`src/rtl/counter_ctrl_pkg.sv`:
```
// Shared types and default sizes for the counter sequencing controller.
package counter_ctrl_pkg;

    typedef enum logic [1:0] {
        IDLE = 2'd0,
        RUN  = 2'd1,
        HOLD = 2'd2,
        DONE = 2'd3
    } state_t;

    localparam int DEF_WIDTH  = 2;
    localparam int DEF_PASS_W = 8;

endpackage

```
`src/rtl/counter_ctrl_if.sv`:
```
// Host-side command/status bundle for counter_ctrl.
interface counter_ctrl_if
    import counter_ctrl_pkg::*;
#(
    parameter int WIDTH  = DEF_WIDTH,
    parameter int PASS_W = DEF_PASS_W
);
    logic              start;
    logic [WIDTH-1:0]  limit;
    logic              reload;
    logic              pause;
    logic              abort;
    logic [WIDTH-1:0]  count;
    logic              busy;
    logic              done;
    logic [PASS_W-1:0] passes;

    modport master (
        output start, limit, reload, pause, abort,
        input  count, busy, done, passes
    );

    modport slave (
        input  start, limit, reload, pause, abort,
        output count, busy, done, passes
    );
endinterface

```
`src/rtl/counter_ctrl_core.sv`:
```
// Plain up-counter register; clear has priority over enable.
module counter_core #(
    parameter int WIDTH = 2
) (
    input  logic             clk,
    input  logic             reset,
    input  logic             i_clr,
    input  logic             i_en,
    output logic [WIDTH-1:0] o_count
);
    logic [WIDTH-1:0] r_count;

    always_ff @(posedge clk) begin
        if (reset || i_clr)
            r_count <= '0;
        else if (i_en)
            r_count <= r_count + WIDTH'(1);
    end

    assign o_count = r_count;
endmodule

```
`src/rtl/counter_ctrl.sv`:
```
// Run/pause/abort/reload sequencing around counter_core, with a saturating pass count.
//   state | meaning
//   IDLE  | no run active, count held at 0
//   RUN   | counting toward limit_q
//   HOLD  | paused, count frozen
//   DONE  | single-shot run finished, count holds limit_q
module counter_ctrl
    import counter_ctrl_pkg::*;
#(
    parameter int WIDTH  = DEF_WIDTH,
    parameter int PASS_W = DEF_PASS_W
) (
    input  logic         clk,
    input  logic         reset,
    counter_ctrl_if.slave bus
);
    state_t            r_state;
    state_t            w_state_nxt;
    logic [WIDTH-1:0]  r_limit_q;
    logic              r_reload_q;
    logic [PASS_W-1:0] r_passes;
    logic              r_done;
    logic              r_busy;

    logic [WIDTH-1:0]  w_count;
    logic              w_clr;
    logic              w_en;
    logic              w_accept;
    logic              w_terminal;
    logic              w_at_limit;

    assign w_at_limit = (w_count == r_limit_q);

    always_comb begin
        w_state_nxt = r_state;
        w_clr       = 1'b0;
        w_en        = 1'b0;
        w_accept    = 1'b0;
        w_terminal  = 1'b0;
        case (r_state)
            IDLE, DONE: begin
                if (bus.abort) begin
                    w_state_nxt = IDLE;
                    w_clr       = 1'b1;
                end else if (bus.start) begin
                    w_accept    = 1'b1;
                    w_clr       = 1'b1;
                    w_state_nxt = RUN;
                end
            end
            RUN: begin
                if (bus.abort) begin
                    w_state_nxt = IDLE;
                    w_clr       = 1'b1;
                end else if (bus.pause) begin
                    w_state_nxt = HOLD;
                end else if (w_at_limit) begin
                    w_terminal = 1'b1;
                    // Reload restarts from 0 on the same edge; single-shot parks at limit.
                    if (r_reload_q)
                        w_clr = 1'b1;
                    else
                        w_state_nxt = DONE;
                end else begin
                    w_en = 1'b1;
                end
            end
            HOLD: begin
                if (bus.abort) begin
                    w_state_nxt = IDLE;
                    w_clr       = 1'b1;
                end else if (!bus.pause) begin
                    w_state_nxt = RUN;
                end
            end
            default: w_state_nxt = IDLE;
        endcase
    end

    always_ff @(posedge clk) begin
        if (reset) begin
            r_state    <= IDLE;
            r_limit_q  <= '0;
            r_reload_q <= 1'b0;
            r_passes   <= '0;
            r_done     <= 1'b0;
            r_busy     <= 1'b0;
        end else begin
            r_state <= w_state_nxt;
            r_done  <= w_terminal;
            r_busy  <= (w_state_nxt == RUN) || (w_state_nxt == HOLD);
            if (w_accept) begin
                r_limit_q  <= bus.limit;
                r_reload_q <= bus.reload;
                r_passes   <= '0;
            end else if (w_terminal && (r_passes != '1)) begin
                r_passes <= r_passes + PASS_W'(1);
            end
        end
    end

    counter_core #(.WIDTH(WIDTH)) u_core (
        .clk     (clk),
        .reset   (reset),
        .i_clr   (w_clr),
        .i_en    (w_en),
        .o_count (w_count)
    );

    assign bus.count  = w_count;
    assign bus.busy   = r_busy;
    assign bus.done   = r_done;
    assign bus.passes = r_passes;
endmodule

```
`src/flat_wrapper.sv`:
```
// flat-port wrapper written by rule: the top's interface ports become plain ports
module counter_ctrl_flat import counter_ctrl_pkg::*;
#(
    parameter int WIDTH  = DEF_WIDTH,
    parameter int PASS_W = DEF_PASS_W
)
  (clk, reset, bus_start, bus_limit, bus_reload, bus_pause, bus_abort, bus_count, bus_busy, bus_done, bus_passes);
  counter_ctrl_if #(.WIDTH(WIDTH), .PASS_W(PASS_W)) bus_i ();
  input  logic clk;
  input  logic reset;
  input wire logic [$bits(bus_i.start)-1:0] bus_start;
  input wire logic [$bits(bus_i.limit)-1:0] bus_limit;
  input wire logic [$bits(bus_i.reload)-1:0] bus_reload;
  input wire logic [$bits(bus_i.pause)-1:0] bus_pause;
  input wire logic [$bits(bus_i.abort)-1:0] bus_abort;
  output wire logic [$bits(bus_i.count)-1:0] bus_count;
  output wire logic [$bits(bus_i.busy)-1:0] bus_busy;
  output wire logic [$bits(bus_i.done)-1:0] bus_done;
  output wire logic [$bits(bus_i.passes)-1:0] bus_passes;
  assign bus_i.start = bus_start;
  assign bus_i.limit = bus_limit;
  assign bus_i.reload = bus_reload;
  assign bus_i.pause = bus_pause;
  assign bus_i.abort = bus_abort;
  assign bus_count = bus_i.count;
  assign bus_busy = bus_i.busy;
  assign bus_done = bus_i.done;
  assign bus_passes = bus_i.passes;
  counter_ctrl #(.WIDTH(WIDTH), .PASS_W(PASS_W)) u_core (.clk(clk), .reset(reset), .bus(bus_i));
endmodule
```
`config.mk`:
```
export PLATFORM = sky130hd
export DESIGN_NAME = counter_ctrl_flat
export DESIGN_NICKNAME = d
export VERILOG_FILES = /design/src/rtl/counter_ctrl_pkg.sv /design/src/rtl/counter_ctrl_if.sv /design/src/rtl/counter_ctrl_core.sv /design/src/rtl/counter_ctrl.sv /design/src/flat_wrapper.sv
export SDC_FILE = /design/constraint.sdc
export NUM_CORES = 1
export LEC_CHECK = 0
export ABC_AREA = 0
export BUFFER_PORTS_ARGS = -buffer_cell sky130_fd_sc_hd__buf_2
export CAP_MARGIN = 20
export CORE_MARGIN = 1
export CORE_UTILIZATION = 30
export CTS_CLUSTER_DIAMETER = 200
export CTS_CLUSTER_SIZE = 40
export DETAILED_ROUTE_END_ITERATION = 12
export PLACE_DENSITY_LB_ADDON = 0.3
export SYNTH_ARGS = -nofsm -noshare
export SYNTH_HDL_FRONTEND = slang
export SYNTH_SLANG_ARGS = --single-unit
```
`constraint.sdc`:
```
create_clock -name clk -period 1.8 [get_ports clk]
set_input_delay 0.18 -clock clk [delete_from_list [all_inputs] [get_ports clk]]
set_output_delay 0.18 -clock clk [all_outputs]
set_load 0.03 [all_outputs]
```
# Yosys cells after proc, flatten, opt, wreduce, memory -nomap -nowiden
# Cells that the tools add are included.
# W data, S select, Z words.
classes:
  add_sub_neg: 2
  eq_ne: 7
  mux: 27
  n_reduce_logical: 6
ops:
  columns: ["op", "count"]
  rows:
  - ["$mux W1", 17]
  - ["$mux W2", 8]
  - ["$add A8 B1 Y8 const B", 1]
  - ["$ne A8 B8 Y1 const B", 1]
  - ["$eq A2 B2 Y1 const B", 3]
  - ["$pmux W2 S3", 1]
  - ["$eq A2 B1 Y1 const B", 2]
  - ["$reduce_or A2 Y1", 2]
  - ["$pmux W1 S3", 1]
  - ["$add A2 B1 Y2 const B", 1]
  - ["$eq A2 B2 Y1", 1]
  - ["$logic_not A2 Y1", 1]
  - ["$logic_or A1 B1 Y1", 2]
  - ["$logic_and A1 B1 Y1", 1]
word_totals:
  reg_bits: 17
  in_bits: 8
  output_inout_bits: 12
  word_cells: 49

# Depth between registers and ports, before layout
depth:
  depth_word: 7
  mapped_depth: 7
  mapped_depth_nobuf: 7

# Cells and area by module
# From an unflattened synthesis, not the netlist that was laid out.
unflattened:
  hier_cells: 100
  hier_area_um2: 899.6
by_module_without_submodules:
  columns: ["mod", "instances", "cells_each", "area_per_inst_um2"]
  rows:
  - ["counter_ctrl", 1, 93, 815.8]
  - ["counter_core", 1, 7, 83.8]

# Worst setup path before layout
# Ideal clock, no wire load.
synth_timing:
  path_type: "register -> register"
  startpoint: "register u_core.r_state[0]"
  endpoint: "register u_core.r_busy (netlist: u_core.bus.busy)"
  setup_ps: 125
  arrival_ps: 1547
  required_ps: 1675
  slack_ps: 128
  path_stages_with_launch: 8
  n_path_buf: 0
  cell_sequence: "dfxtp_1 inv_1 ha_1 and4b_1 a31oi_1 a221o_1 xor2_1 nor2_1"
synth_via:
  elab_chain_len: 7
synth_lines:
  columns: ["element", "line", "rtl"]
  rows:
  - ["from (decl)", "counter_ctrl.sv:17", "state_t r_state;"]
  - ["from (signal assigned)", "counter_ctrl.sv:89", "r_state <= w_state_nxt;"]
  - ["$mux W2", "counter_ctrl.sv:60", "if (r_reload_q)"]
  - ["$mux W2", "counter_ctrl.sv:57", "end else if (w_at_limit) begin"]
  - ["$mux W2", "counter_ctrl.sv:55", "end else if (bus.pause) begin"]
  - ["$mux W2", "counter_ctrl.sv:52", "if (bus.abort) begin"]
  - ["$pmux W2 S3 (*)", "counter_ctrl.sv:40", "case (r_state)"]
  - ["$eq A2 B1 Y1 / $eq A2 B2 Y1 (equally long branches)", "counter_ctrl.sv:91", "r_busy <= (w_state_nxt == RUN) || (w_state_nxt == HOLD);"]
  - ["$logic_or A1 B1 Y1 (*)", "counter_ctrl.sv:91", null]
  - ["to (signal assigned)", "counter_ctrl.sv:91", null]
  - ["to (decl)", "counter_ctrl.sv:23", "logic r_busy;"]
# Every way passes the cells marked *; elsewhere a longest branch is shown, timed or not.
# A chain may end at the register's enable or synchronous reset.

# Worst setup path after layout
# Same ends and word-level chain as after synthesis.

==> results.tsv <==
stage	metric	value	unit
worst_setup_path	worstPathRequired	2000	ps
layout	fin_area	1087	µm²
floorplanning	die_x	56.88	µm
clock_tree	cts.clk_slew.worst_paths	110	ps
synthesis	syn_avg_cell_area	9.313	µm²
worst_hold_path	hold_depth	3	
floorplanning	design.die.area	3235	µm²
global_routing	grt_max_degree	11	
worst_setup_path	r2r_slack	70	ps
timing	finalSetupViolCount	0	
timing	report.final.slew_viol_count	0	
worst_hold_path	hold_path_startpoint	bus_limit[1]	
routing	vias	782	
clock_tree	clock_path_buffers	2	
worst_setup_path	crit_fanout	7	
global_routing	grt_usage	12.81	%
floorplanning	rows	19	
synthesis	syn-cell-area	903.4	µm²
timing	period_share	96.29	%
worst_setup_path	reg2reg_depth	6	
global_routing	grt-ovfl-total	0	
power	switching_share	27.07	%
clock_tree	clock_latency	300	ps
worst_setup_path	critPathKind	reg -> reg	
clock_tree	numCtsBuffers	3	
synthesis	ys_ff_latch	17	
timing	worst_slew_pin_slew	464.9	ps
layout	n_antenna_cell	0	
routing	wl_per_cell	12.51	µm
worst_setup_path	max_stage_delay	390	ps
power	p_leak	0.4640	nW
global_routing	grt_pass1_wl	3194	µm
floorplanning	pin_count	20	
power	seqPwrFrac	56.3	%
power	p_int	0.5038	mW
clock_tree	ctsRootBufferMaster	clkbuf_4	
layout	area_delta_synth_final	20.36	%
layout	final_util	38.76	%
outcome	violations	design-rule violations	
synthesis	synthCells	97	
synthesis	synth_edf_count	0	
outcome	status	complete, but fails checks	
floorplanning	die_y	56.88	µm
placed_design	place_area	1049	µm²
clock_tree	cts.sinks	17	
routing	vias_per_cell	5.145	
timing	rsz0062_at_grt	true	
power	p_switching	0.1870	mW
synthesis	syn_nets	108	
worst_setup_path	crit_path_cell_trace	inv_1 -> ha_2 -> a31o_2 -> a311oi_1 -> xor2_1 -> nor2_1	
timing	relSlewSlack	68.80	%
power	power	0.6908	mW
routing	routed_wl	1902	µm
power	power.density	635.4	nW/µm²
worst_setup_path	start_kind	flop	
routing	drcViolationCount	4	
routing	ant_nets	0	
global_routing	grt_pass1_vias	729	
timing	fmax	577.0	MHz
power	vdd_drop_max	0.2887	mV
layout	nets	133	
synthesis	synth_cell_types	36	
clock_tree	htree_levels	1	
worst_hold_path	holdPathEnd	u_core.r_limit_q[1]	
routing	dr.max_layer_used	met4	
clock_tree	cts_tree	built	
floorplanning	initial_core_util	32.20	%
power	p_comb_share	12.3	%
power	p_clk_share	31.4	%
placed_design	dp_hpwl	1440	µm
routing	initialDrtViolationCount	20	
routing	wl_met3	101	µm
placed_design	io_buffers	19	
timing	hold_viol_final	0	
layout	drive_above_1_share	31.40	%
worst_hold_path	hp-class	in -> reg	
synthesis	synthFlopType	dfxtp_1	
worst_setup_path	crit_slowest_cell	a311oi_1	
routing	met1_length	862	µm
placed_design	gp_congestion	0.8752	
worst_setup_path	r2r_end	u_core.bus.busy	
worst_setup_path	r2r-start	u_core.r_state[0]	
synthesis	yosysSeqAreaShare	37.67	%
timing	fin_skew	4.081	ps
routing	wl_met2	927	µm
worst_setup_path	crit_arrival	1940	ps
clock_tree	hold_buffers	0	
flow_run	drv_cap	0	
floorplanning	core_area	2805	µm²
routing	dr.pass1.iters	8	
global_routing	antenna_found_initial	0	
timing	fin_crit	1733	ps
synthesis	yosysWarnings	0	
worst_setup_path	crit_path_end_kind	flop	
synthesis	synthArstFlopShare	0	%
-- area by class of cell --
type	instances	area [µm²]
clock buffers	3	22.52
clock inverters	1	5.005
fillers	297	1718
inverters	4	15.01
multi-input cells	73	539.3
flip-flops and latches	17	341.6
well taps	31	38.79
repair buffers	23	125.1
-- power by group through the flow --
stage	sequential [mW]	combinational [mW]	clock [mW]
floorplan	0.401	0.0516	0
global placement	0.397	0.0809	0
detailed placement	0.397	0.0837	0
CTS	0.389	0.0842	0.228
global route	0.390	0.0937	0.244
finish	0.389	0.0853	0.217
-- cell usage after synthesis, drive strengths merged (2+ instances only) --
library cell | count | area [µm²]
a211oi | 3 | 22.52
a21oi | 3 | 15.01
a311oi | 2 | 17.52
a31o | 2 | 17.52
and3 | 3 | 25.03
clkbuf | 2 | 7.510
dfxtp | 17 | 340.3
ha | 3 | 37.54
inv | 4 | 15.01
mux2i | 4 | 40.04
nand2 | 5 | 18.77
nand3 | 4 | 32.53
nand3b | 2 | 15.01
nor2 | 16 | 60.06
nor3 | 2 | 10.01
or2b | 2 | 15.01
xnor2 | 5 | 58.81
xor2 | 4 | 35.03
-- through the flow --
stage / hold WS (ps) / worst slack [ps] / instances / TNS, ps
floorplan: 323.9 / 127.9 / 97 / 0
global placement: 412.2 / 95.00 / 147 / 0
finish: 102.3 / 66.83 / 152 / 0
global route: 116.4 / -12.84 / 152 / -23.73
detailed placement: 417.6 / 34.83 / 147 / 0
CTS: 98.99 / 20.28 / 151 / 0
-- critical path: cells and delay by family, from the launching register on --
kind	cells	cell delay (ps)
and+or+nand+nor	1	50
buffers and inverters	1	80
DFF	1	370
xor gates and xnor gates	1	180
AOI/OAI and AO/OA	2	640
adders and majority gates	1	330
-- cell families after synthesis --
family	count (synthesis)	share of synthesized area (%)
adder cells (fa/ha/maj)	3	4.156
multiplexers	4	4.432
AND/OR/NAND/NOR	41	26.46
buffers and inverters	7	2.908
flip-flops	17	37.67
AO/OA/AOI/OAI	16	13.99
XOR/XNOR	9	10.39
-- sequential cells by signal, indices dropped and copies added (netlist names) --
register,cells
u_core.bus.done,1
u_core.bus.busy,1
u_core.r_reload_q,1
u_core.r_limit_q,2
u_core.r_state,2
u_core.bus.passes,8
u_core.u_core.o_count,2
-- metal layers --
metal,vias to the layer above,global-route usage (%)
li1,393,-
met1,369,16.01
met2,18,20.58
met3,2,4.839
met4,0,3.484
met5,-,0
-- what timing repair did --
action / CTS / global route
resized for setup: 0 / 2
setup endpoints to repair: 0 / 4
buffers inserted: 0 / 1
-- worst max path at each step --
stage                            from  depth (start not counted)                   end  slack [ps]
floorplan           u_core.r_state[0]                          7       u_core.bus.busy         130
global route        u_core.r_state[1]                          6  u_core.bus.passes[7]         -10
CTS                 u_core.r_state[0]                          7       u_core.bus.busy          20
finish              u_core.r_state[0]                          6       u_core.bus.busy          70
detailed placement  u_core.r_state[0]                          7       u_core.bus.busy          30
global placement    u_core.r_state[0]                          7       u_core.bus.busy         100
-- placed cells by master, fill, tap and decap left out, types with 2 or more instances in the layout --
cell / count
nor2_1: 16
a211oi_1: 3
dfxtp_1: 16
ha_1: 2
or2b_1: 2
xor2_1: 4
buf_4: 4
a31o_2: 2
inv_1: 4
buf_2: 19
xnor2_2: 2
nand2_1: 5
a311oi_1: 2
clkbuf_4: 3
a21oi_1: 3
nand3b_1: 2
mux2i_1: 4
nand3_1: 3
nor3_1: 2
xnor2_1: 3
(Power assumes the default switching activity.)
